## src/rtl/ryuki_datatypes.sv

```systemverilog
// Shared trace datatypes: tracker element layout plus the arbiter's state and source ids.
package ryuki_datatypes;

    typedef struct packed {
        logic [31:0] pc;
        logic [31:0] instr;
        logic [31:0] result;
    } trace_output;

    typedef enum logic {
        ARB_IDLE = 1'b0,
        ARB_REQ  = 1'b1
    } arb_state_e;

    typedef enum logic {
        SRC_EX  = 1'b0,
        SRC_MEM = 1'b1
    } trace_src_e;

endpackage

```

## src/rtl/trace_fifo.sv

```systemverilog
// Small per-source FIFO of trace elements; head is the oldest entry, valid when not empty.
module trace_fifo
    import ryuki_datatypes::*;
#(
    parameter int unsigned FIFO_DEPTH = 4
) (
    input  logic        clk,
    input  logic        rst,
    input  logic        push,
    input  trace_output push_data,
    input  logic        pop,
    output logic        full,
    output logic        empty,
    output trace_output head
);

    localparam int unsigned PW = $clog2(FIFO_DEPTH);

    trace_output mem_q [FIFO_DEPTH];
    logic [PW:0] wr_ptr_q;
    logic [PW:0] rd_ptr_q;
    logic        do_push;
    logic        do_pop;

    // Pointers carry one extra wrap bit to tell full from empty.
    assign empty   = (wr_ptr_q == rd_ptr_q);
    assign full    = (wr_ptr_q[PW] != rd_ptr_q[PW]) &&
                     (wr_ptr_q[PW-1:0] == rd_ptr_q[PW-1:0]);
    assign do_push = push && !full;
    assign do_pop  = pop && !empty;
    assign head    = mem_q[rd_ptr_q[PW-1:0]];

    always_ff @(posedge clk) begin
        if (rst) begin
            wr_ptr_q <= '0;
            rd_ptr_q <= '0;
        end else begin
            if (do_push) wr_ptr_q <= wr_ptr_q + 1'b1;
            if (do_pop)  rd_ptr_q <= rd_ptr_q + 1'b1;
        end
    end

    always_ff @(posedge clk) begin
        if (do_push) mem_q[wr_ptr_q[PW-1:0]] <= push_data;
    end

endmodule

```

## src/rtl/trace_store_arbiter.sv

```systemverilog
// Merges EX and memory-stage trace elements into one linear trace memory, round-robin,
// one write per request/grant handshake, stopping once TRACE_DEPTH slots are written.
module trace_store_arbiter
    import ryuki_datatypes::*;
#(
    parameter int unsigned ADDR_WIDTH  = 32,
    parameter int unsigned FIFO_DEPTH  = 4,
    parameter int unsigned TRACE_DEPTH = 1024
) (
    input  logic                  clk,
    input  logic                  rst,
    input  logic                  ex_data_ready,
    input  trace_output           ex_data_i,
    input  logic                  mem_data_ready,
    input  trace_output           mem_data_i,
    output logic                  store_req_o,
    output logic [ADDR_WIDTH-1:0] store_addr_o,
    output trace_output           store_data_o,
    input  logic                  store_gnt_i,
    output logic                  buffer_full_o,
    output logic [15:0]           dropped_count_o
);

    localparam int unsigned PTR_W = $clog2(TRACE_DEPTH + 1);

    arb_state_e  state_q;
    trace_src_e  sel_q;
    trace_src_e  last_grant_q;
    trace_src_e  pick;
    logic [PTR_W-1:0] wr_ptr_q;
    trace_output data_q;
    logic [15:0] dropped_q;

    logic        ex_full, ex_empty, mem_full, mem_empty;
    trace_output ex_head, mem_head;
    logic        grant, pop_ex, pop_mem, drop_ex, drop_mem, any_pending;
    logic [16:0] drop_sum;

    assign grant   = (state_q == ARB_REQ) && store_gnt_i;
    assign pop_ex  = grant && (sel_q == SRC_EX);
    assign pop_mem = grant && (sel_q == SRC_MEM);
    // Fullness is judged before any same-cycle pop, so a pop never admits a push.
    assign drop_ex  = ex_data_ready && ex_full;
    assign drop_mem = mem_data_ready && mem_full;
    assign drop_sum = {1'b0, dropped_q} + 17'(drop_ex) + 17'(drop_mem);
    assign any_pending = !ex_empty || !mem_empty;

    always_comb begin
        pick = SRC_EX;
        if (!ex_empty && !mem_empty) begin
            pick = (last_grant_q == SRC_MEM) ? SRC_EX : SRC_MEM;
        end else if (ex_empty) begin
            pick = SRC_MEM;
        end
    end

    trace_fifo #(
        .FIFO_DEPTH(FIFO_DEPTH)
    ) u_ex_fifo (
        .clk       (clk),
        .rst       (rst),
        .push      (ex_data_ready),
        .push_data (ex_data_i),
        .pop       (pop_ex),
        .full      (ex_full),
        .empty     (ex_empty),
        .head      (ex_head)
    );

    trace_fifo #(
        .FIFO_DEPTH(FIFO_DEPTH)
    ) u_mem_fifo (
        .clk       (clk),
        .rst       (rst),
        .push      (mem_data_ready),
        .push_data (mem_data_i),
        .pop       (pop_mem),
        .full      (mem_full),
        .empty     (mem_empty),
        .head      (mem_head)
    );

    always_ff @(posedge clk) begin
        if (rst) begin
            state_q      <= ARB_IDLE;
            sel_q        <= SRC_EX;
            last_grant_q <= SRC_MEM;
            wr_ptr_q     <= '0;
            data_q       <= '0;
            dropped_q    <= '0;
        end else begin
            dropped_q <= drop_sum[16] ? 16'hFFFF : drop_sum[15:0];
            case (state_q)
                ARB_IDLE: begin
                    if (!buffer_full_o && any_pending) begin
                        sel_q   <= pick;
                        data_q  <= (pick == SRC_EX) ? ex_head : mem_head;
                        state_q <= ARB_REQ;
                    end
                end
                ARB_REQ: begin
                    if (store_gnt_i) begin
                        wr_ptr_q     <= wr_ptr_q + 1'b1;
                        last_grant_q <= sel_q;
                        state_q      <= ARB_IDLE;
                    end
                end
                default: state_q <= ARB_IDLE;
            endcase
        end
    end

    // The slot index only moves on a grant, so it is stable for the whole request.
    assign store_req_o     = (state_q == ARB_REQ);
    assign store_addr_o    = ADDR_WIDTH'(wr_ptr_q);
    assign store_data_o    = data_q;
    assign buffer_full_o   = (wr_ptr_q == PTR_W'(TRACE_DEPTH));
    assign dropped_count_o = dropped_q;

endmodule

```

## config.mk

```make
export PLATFORM = sky130hd
export DESIGN_NAME = trace_store_arbiter
export DESIGN_NICKNAME = d
export VERILOG_FILES = /design/src/rtl/ryuki_datatypes.sv /design/src/rtl/trace_fifo.sv /design/src/rtl/trace_store_arbiter.sv
export SDC_FILE = /design/constraint.sdc
export NUM_CORES = 1
export LEC_CHECK = 0
export BUFFER_PORTS_ARGS = -buffer_cell sky130_fd_sc_hd__buf_2
export CAP_MARGIN = 20
export CORE_MARGIN = 8
export CORE_UTILIZATION = 50
export DETAILED_ROUTE_END_ITERATION = 8
export PLACE_DENSITY = 0.77
export SETUP_SLACK_MARGIN = 0.05
export SLEW_MARGIN = 20
export SYNTH_ARGS = -nofsm -noshare
export SYNTH_HDL_FRONTEND = slang
export SYNTH_SLANG_ARGS = --single-unit
```

## constraint.sdc

```tcl
create_clock -name clk -period 3.8 [get_ports clk]
set_clock_uncertainty 0.2 [all_clocks]
set_input_delay 0.19 -clock clk [delete_from_list [all_inputs] [get_ports clk]]
set_output_delay 0.19 -clock clk [all_outputs]
set_load 0.01 [all_outputs]
```

======== After elaboration in Yosys (flattened, before gate mapping) ========
Memory sizes are Yosys's and may differ from the RTL's. A register that Yosys moved wholly into a read port is not among the register bits.
Index checks and enable logic that the tools add are counted.
word-level totals
  flip-flop bits (word level) ............. 138
  memory bits (writable) .................. 768
  input bits .............................. 197
  output and inout port bits .............. 146
  logic and storage cells ................. 67
  memories ................................ 2
memories
  name              depth  width  read ports  clocked after Yosys merged registers in  write ports  line              source
  u_ex_fifo.mem_q   4      96     1           1                                        1            trace_fifo.sv:19  trace_output mem_q [FIFO_DEPTH];
  u_mem_fifo.mem_q  4      96     1           1                                        1            trace_fifo.sv:19
cells by class
  $add $sub $neg .......................... 7
  equal/unequal tests ..................... 7
  muxes and demuxes ....................... 16
  bitwise logic cells ..................... 2
  reductions and logical operators ........ 21
operator list
  kind                                                             number
  96-bit 2-to-1 mux                                                1
  16-bit by 1-bit adder with 17-bit output                         1
  17-bit by 1-bit adder with 17-bit output                         1
  16-bit 2-to-1 mux                                                1
  1-bit logical AND                                                13
  3-bit by 1-bit adder with 3-bit output, second input constant    4
  11-bit by 1-bit adder with 11-bit output, second input constant  1
  11-bit equality test, second input constant                      1
  1-bit 2-to-1 mux                                                 9
  2-bit 2-to-1 mux                                                 4
  3-bit equality test                                              2
  1-bit logical NOT                                                5
  2-bit equality test                                              2
  2-bit AND reduction                                              2
  1-bit inequality test                                            2
  1-bit inverter                                                   2
  1-bit one-hot mux with 2 select lines                            1
  1-bit logical OR                                                 1

======== Logic depth before layout (Yosys ltp) ========
  depth after elaboration ................. 6
  depth in mapped cells ................... 10
  depth with buffers taken out ............ 10

======== By module ========
A second synthesis with hierarchy kept.
unflattened totals
  cell total of the unflattened synthesis .. 1858
  area total of the unflattened synthesis .. 35084.9 um^2
modules (own cells, without submodules)
  module               instances  cells an instance  area an instance (um^2)  seq. area each (um^2)
  trace_fifo           2          570                14395.1                  11691.2
  trace_store_arbiter  1          718                6294.8                   2522.4

======== Least setup slack after synthesis ========
OpenSTA, ideal clock, no wires.
  path kind ............................... register to register
  start point ............................. register u_mem_fifo.wr_ptr_q[0]
  end point ............................... memory u_mem_fifo.mem_q[3][0] (netlist name), enable pin
  setup time .............................. 467 ps
  arrival ................................. 3248 ps
  data required time ...................... 3133 ps
  setup slack ............................. -115 ps
  stages on the path, launching flop included .. 4
  path buffers ............................ 0
  clock period less this slack ............ 3915 ps
  cells stage by stage .................... dfxtp_1 > xnor2_2 > a31oi_1 > and2_1
between the ends
  longest elaborated chain between the ends .. 6
RTL lines
  item                                    line              source
  start: declaration                      trace_fifo.sv:20  logic [PW:0] wr_ptr_q;
  start signal: assignment                trace_fifo.sv:38  if (do_push) wr_ptr_q <= wr_ptr_q + 1'b1;
  2-bit equality test                     trace_fifo.sv:28  (wr_ptr_q[PW-1:0] == rd_ptr_q[PW-1:0]);
  1-bit logical AND                       trace_fifo.sv:27  assign full = (wr_ptr_q[PW] != rd_ptr_q[PW]) &&
  1-bit logical NOT                       trace_fifo.sv:29  assign do_push = push && !full;
  1-bit logical AND                       trace_fifo.sv:29
  1-bit 2-to-1 mux                        trace_fifo.sv:44  if (do_push) mem_q[wr_ptr_q[PW-1:0]] <= push_data;
  1-bit 2-to-1 mux (implied by the code)  trace_fifo.sv:44
  end: declaration                        trace_fifo.sv:19
Several ways; a longest one is shown, not always the timed one.

======== Final worst setup path ========
  start point ............................. register u_ex_fifo.wr_ptr_q[1]
  end point ............................... register dropped_q[11], in the netlist dropped_count_o[11]
between the ends
  longest elaborated chain between the ends .. 6
RTL lines
  item                                      line                       source
  start: declaration                        trace_fifo.sv:20
  start signal: assignment                  trace_fifo.sv:38
  2-bit equality test                       trace_fifo.sv:28
  1-bit logical AND                         trace_fifo.sv:27
  1-bit logical AND                         trace_store_arbiter.sv:43  assign drop_ex = ex_data_ready && ex_full;
  16-bit by 1-bit adder with 17-bit output  trace_store_arbiter.sv:45  assign drop_sum = {1'b0, dropped_q} + 17'(drop_ex) + 17'(drop_mem);
  17-bit by 1-bit adder with 17-bit output  trace_store_arbiter.sv:45
  16-bit 2-to-1 mux                         trace_store_arbiter.sv:92  dropped_q <= drop_sum[16] ? 16'hFFFF : drop_sum[15:0];
  end signal: assignment                    trace_store_arbiter.sv:92
  end: declaration                          trace_store_arbiter.sv:32  logic [15:0] dropped_q;
No other way between the ends.
A chain may end at the register's enable or synchronous reset.

==> run_results.csv <==
group,metric,value,unit
outcome,run_status,"complete, no violations",
sta,setup_ws,0.9744,ns
placement,routabilityCongestion,0.7701,
floorplanning,die_width,279.4,um
floorplanning,die_h,279.4,um
synthesis,synth_area_leaders,"edfxtp_1, mux4_2, dfxtp_1",
clock_tree,numCtsBuffers,91,
synthesis,netlist-cell-type-count,39,
global_route,grt_first_pass_wirelength,125200,um
sta,final_hold_viol_count,0,
power,p_leak,0.01449,uW
global_route,antenna_found_initial,10,
worst_setup_path,startpoint_type,"flop",
worst_setup_path,path_cells,"xnor2_1 > nand3_1 > nor2_1 > fa_1 > ha_1 > nand3_1 > nor2_1 > nand3_1 > a21oi_1",
worst_setup_path,worstSetupEndpointType,"flop",
sta,rsz0062_at_grt,"false",
finish,area_delta_synth_final,22.45,%
worst_setup_path,cpPeakStageDelay,0.39,ns
floorplanning,dieArea,78080,um2
finish,final_common_cell,"edfxtp_1",
placement,dpl.hpwl,46540,um
floorplanning,core_region_area,68710,um2
routing,drc_errors,0,
routing,via_per_inst,5.635,
sta,hold_slack,0.09919,ns
worst_setup_path,crit_slowest_cell,"nand3_1",
synthesis,synth_seq_cells,910,
synthesis,ys.flop_type,"edfxtp_1",
synthesis,synth-seq-area-share,0.7466,
worst_setup_path,criticalPathCategory,"flop to flop",
sta,finalMaxSlewViolations,0,
finish,nets,2558,
clock_tree,clk_path_buf_depth,3,
synthesis,yosys.area.top_type,"edfxtp_1",
global_route,grt_pass1_vias,20450,
synthesis,yosys_warnings,0,
placement,port_buffers,321,
clock_tree,clk_pin_slew,0.06,ns
sta,final.setup.tns,0,ns
clock_tree,cts_tree,"yes",
worst_setup_path,crit_family,"simple AND/OR/NAND/NOR gates",
floorplanning,ios,343,
routing,dr_total_vias,18970,
worst_setup_path,worst_ep_required_time,4.16,ns
placement,dp_slack,1.063,ns
sta,period_share,0.7436,
routing,drtPass1Iterations,6,
global_route,grt_max_degree,98,
clock_tree,root_buffer,"clkbuf_16",
power,ir_worst_vdd,0.0005009,V
worst_setup_path,crit_buf_inv,0,
routing,first_iter_violations,1464,
clock_tree,cts_sinks,910,
sta,setup_viol,0,
clock_tree,post-cts-setup-buffers,0,
sta,slew_headroom,0.3776,
global_route,grt_usage,0.2101,
synthesis,async_flop_share,0,
global_route,gr-total-overflow,0,
synthesis,avgSynthCellArea,19.21,um2
worst_setup_path,critPathMaxFanout,13,
worst_setup_path,crit_arrival,3.18,ns
synthesis,netlist_area,34700,um2
sta,period_needed,2.826,ns
synthesis,syn_inst,1806,
routing,ant_nets,0,
sta,worst_pin_slew,0.9337,ns
synthesis,synth-edff-count,768,
clock_tree,htree_levels,3,
floorplanning,rows,96,
min_path,hold_path_class,"primary input to flop",
power,finalPower,23860,uW
power,powerDensity,561.7,nW/um2
worst_setup_path,cp_common_cell,"nand3_1",
finish,final_cell_mix,"edfxtp_1, buf_2, nand2_1, dlygate4sd3_1, mux4_2",
finish,drive_gt1_frac,0.3310,
floorplanning,initial_core_util,0.5050,
routing,wl_per_cell,24.75,um
routing,wirelength,83330,um
clock_tree,clock_latency,0.64,ns
finish,fill_cells,4764,
sta,max_freq,0.3539,GHz
flow_run,cap_violations,0,
synthesis,synth_top_area_frac,0.6647,
[registers in the layout, summed over array words and instances (netlist names), named ones only]
| name | flops |
|---|---|
| dropped_count_o | 16 |
| last_grant_q | 1 |
| sel_q | 1 |
| store_data_o | 96 |
| store_req_o | 1 |
| u_ex_fifo.mem_q | 384 |
| u_ex_fifo.rd_ptr_q | 3 |
| u_ex_fifo.wr_ptr_q | 3 |
| u_mem_fifo.mem_q | 384 |
| u_mem_fifo.rd_ptr_q | 3 |
| u_mem_fifo.wr_ptr_q | 3 |
| wr_ptr_q | 11 |
[final timing paths]
check	startpoint	to	slack, ns	cells past startpoint
worst max-delay path	u_ex_fifo.wr_ptr_q[1]$_SDFFE_PP0P_	dropped_count_o[11]$_SDFF_PP0_	0.97	9
worst min-delay path	mem_data_i[44]	u_mem_fifo.mem_q[0][44]$_DFFE_PP_	0.1	2
worst max register to register	u_ex_fifo.wr_ptr_q[1]$_SDFFE_PP0P_	dropped_count_o[11]$_SDFF_PP0_	0.97	9
worst min register to register	last_grant_q$_SDFFE_PP1P_	last_grant_q$_SDFFE_PP1P_	0.27	2
[layout make-up]
| class | count | area [um2] | share of cell area |
|---|---|---|---|
| Timing Repair Buffer | 554 | 4165 | 0.09804 |
| Tap cell | 931 | 1165 | 0.02742 |
| Inverter | 15 | 56.30 | 0.001325 |
| Sequential cell | 910 | 25920 | 0.6101 |
| Antenna cell | 10 | 25.02 | 0.0005890 |
| Multi-Input combinational cell | 775 | 8097 | 0.1906 |
| Clock inverter | 43 | 435.4 | 0.01025 |
| Clock buffer | 129 | 2623 | 0.06173 |
[layer usage]
metal,up-vias,track usage,share of wire
li1,8219,-,-
met1,9876,0.2552,0.38
met2,717,0.3703,0.52
met3,156,0.04618,0.063
met4,6,0.07288,0.031
met5,-,0,0.00047
[cell usage after synthesis (2+ instances only)]
master    instances
a21oi_1          18
nand2_1         203
nand4_1           5
mux4_2          192
clkbuf_1         36
a311oi_2         88
buf_6            12
dfxtp_1         142
xor2_1           11
xnor2_1          22
mux2i_1           5
buf_2            39
buf_1             3
edfxtp_1        768
and2_1           11
a31oi_1           3
nand3_1          16
nand2b_1          2
a311oi_1          8
inv_1            15
nor3_1            3
buf_4            36
ha_1             13
nor2_1          137
xnor2_2           2
nor4_1            3
[stage by stage]
| step | std cells | instance area, um2 | util |
|---|---|---|---|
| 2_1_floorplan | 1826 | 34780 | - |
| 3_3_place_gp | 2989 | 37440 | 0.5449 |
| 3_5_place_dp | 2989 | 37440 | 0.5449 |
| 4_1_cts | 3357 | 42460 | 0.6180 |
| 5_1_grt | 3363 | 42480 | 0.6182 |
| 6_report | 3367 | 42490 | 0.6184 |
[power breakdown]
group | switching, uW | internal [uW]
sequential | 300 | 11500
clock | 3800 | 5210
combinational | 1840 | 1200
[logic make-up (layout without fill, tap and decap cells)]
logic type / after synthesis / in the layout / share of synthesized area
buffers and inverters: 141 / 741 / 0.02315
xor gates and xnor gates: 35 / 35 / 0.009268
DFF: 910 / 910 / 0.7466
AOI/OAI and AO/OA: 123 / 123 / 0.04483
and+or+nand+nor: 385 / 385 / 0.04468
adders and majority gates: 14 / 14 / 0.005265
muxes: 197 / 197 / 0.1261
other: 1 / 31 / 0.0001081
[timing repair]
| item | 4_1_cts | 5_1_grt |
|---|---|---|
| endpoints found under the hold margin | 791 | 0 |
| hold buffers | 196 | 0 |
| gates resized for setup | 0 | 0 |
Power figures use the tool's default switching activity.
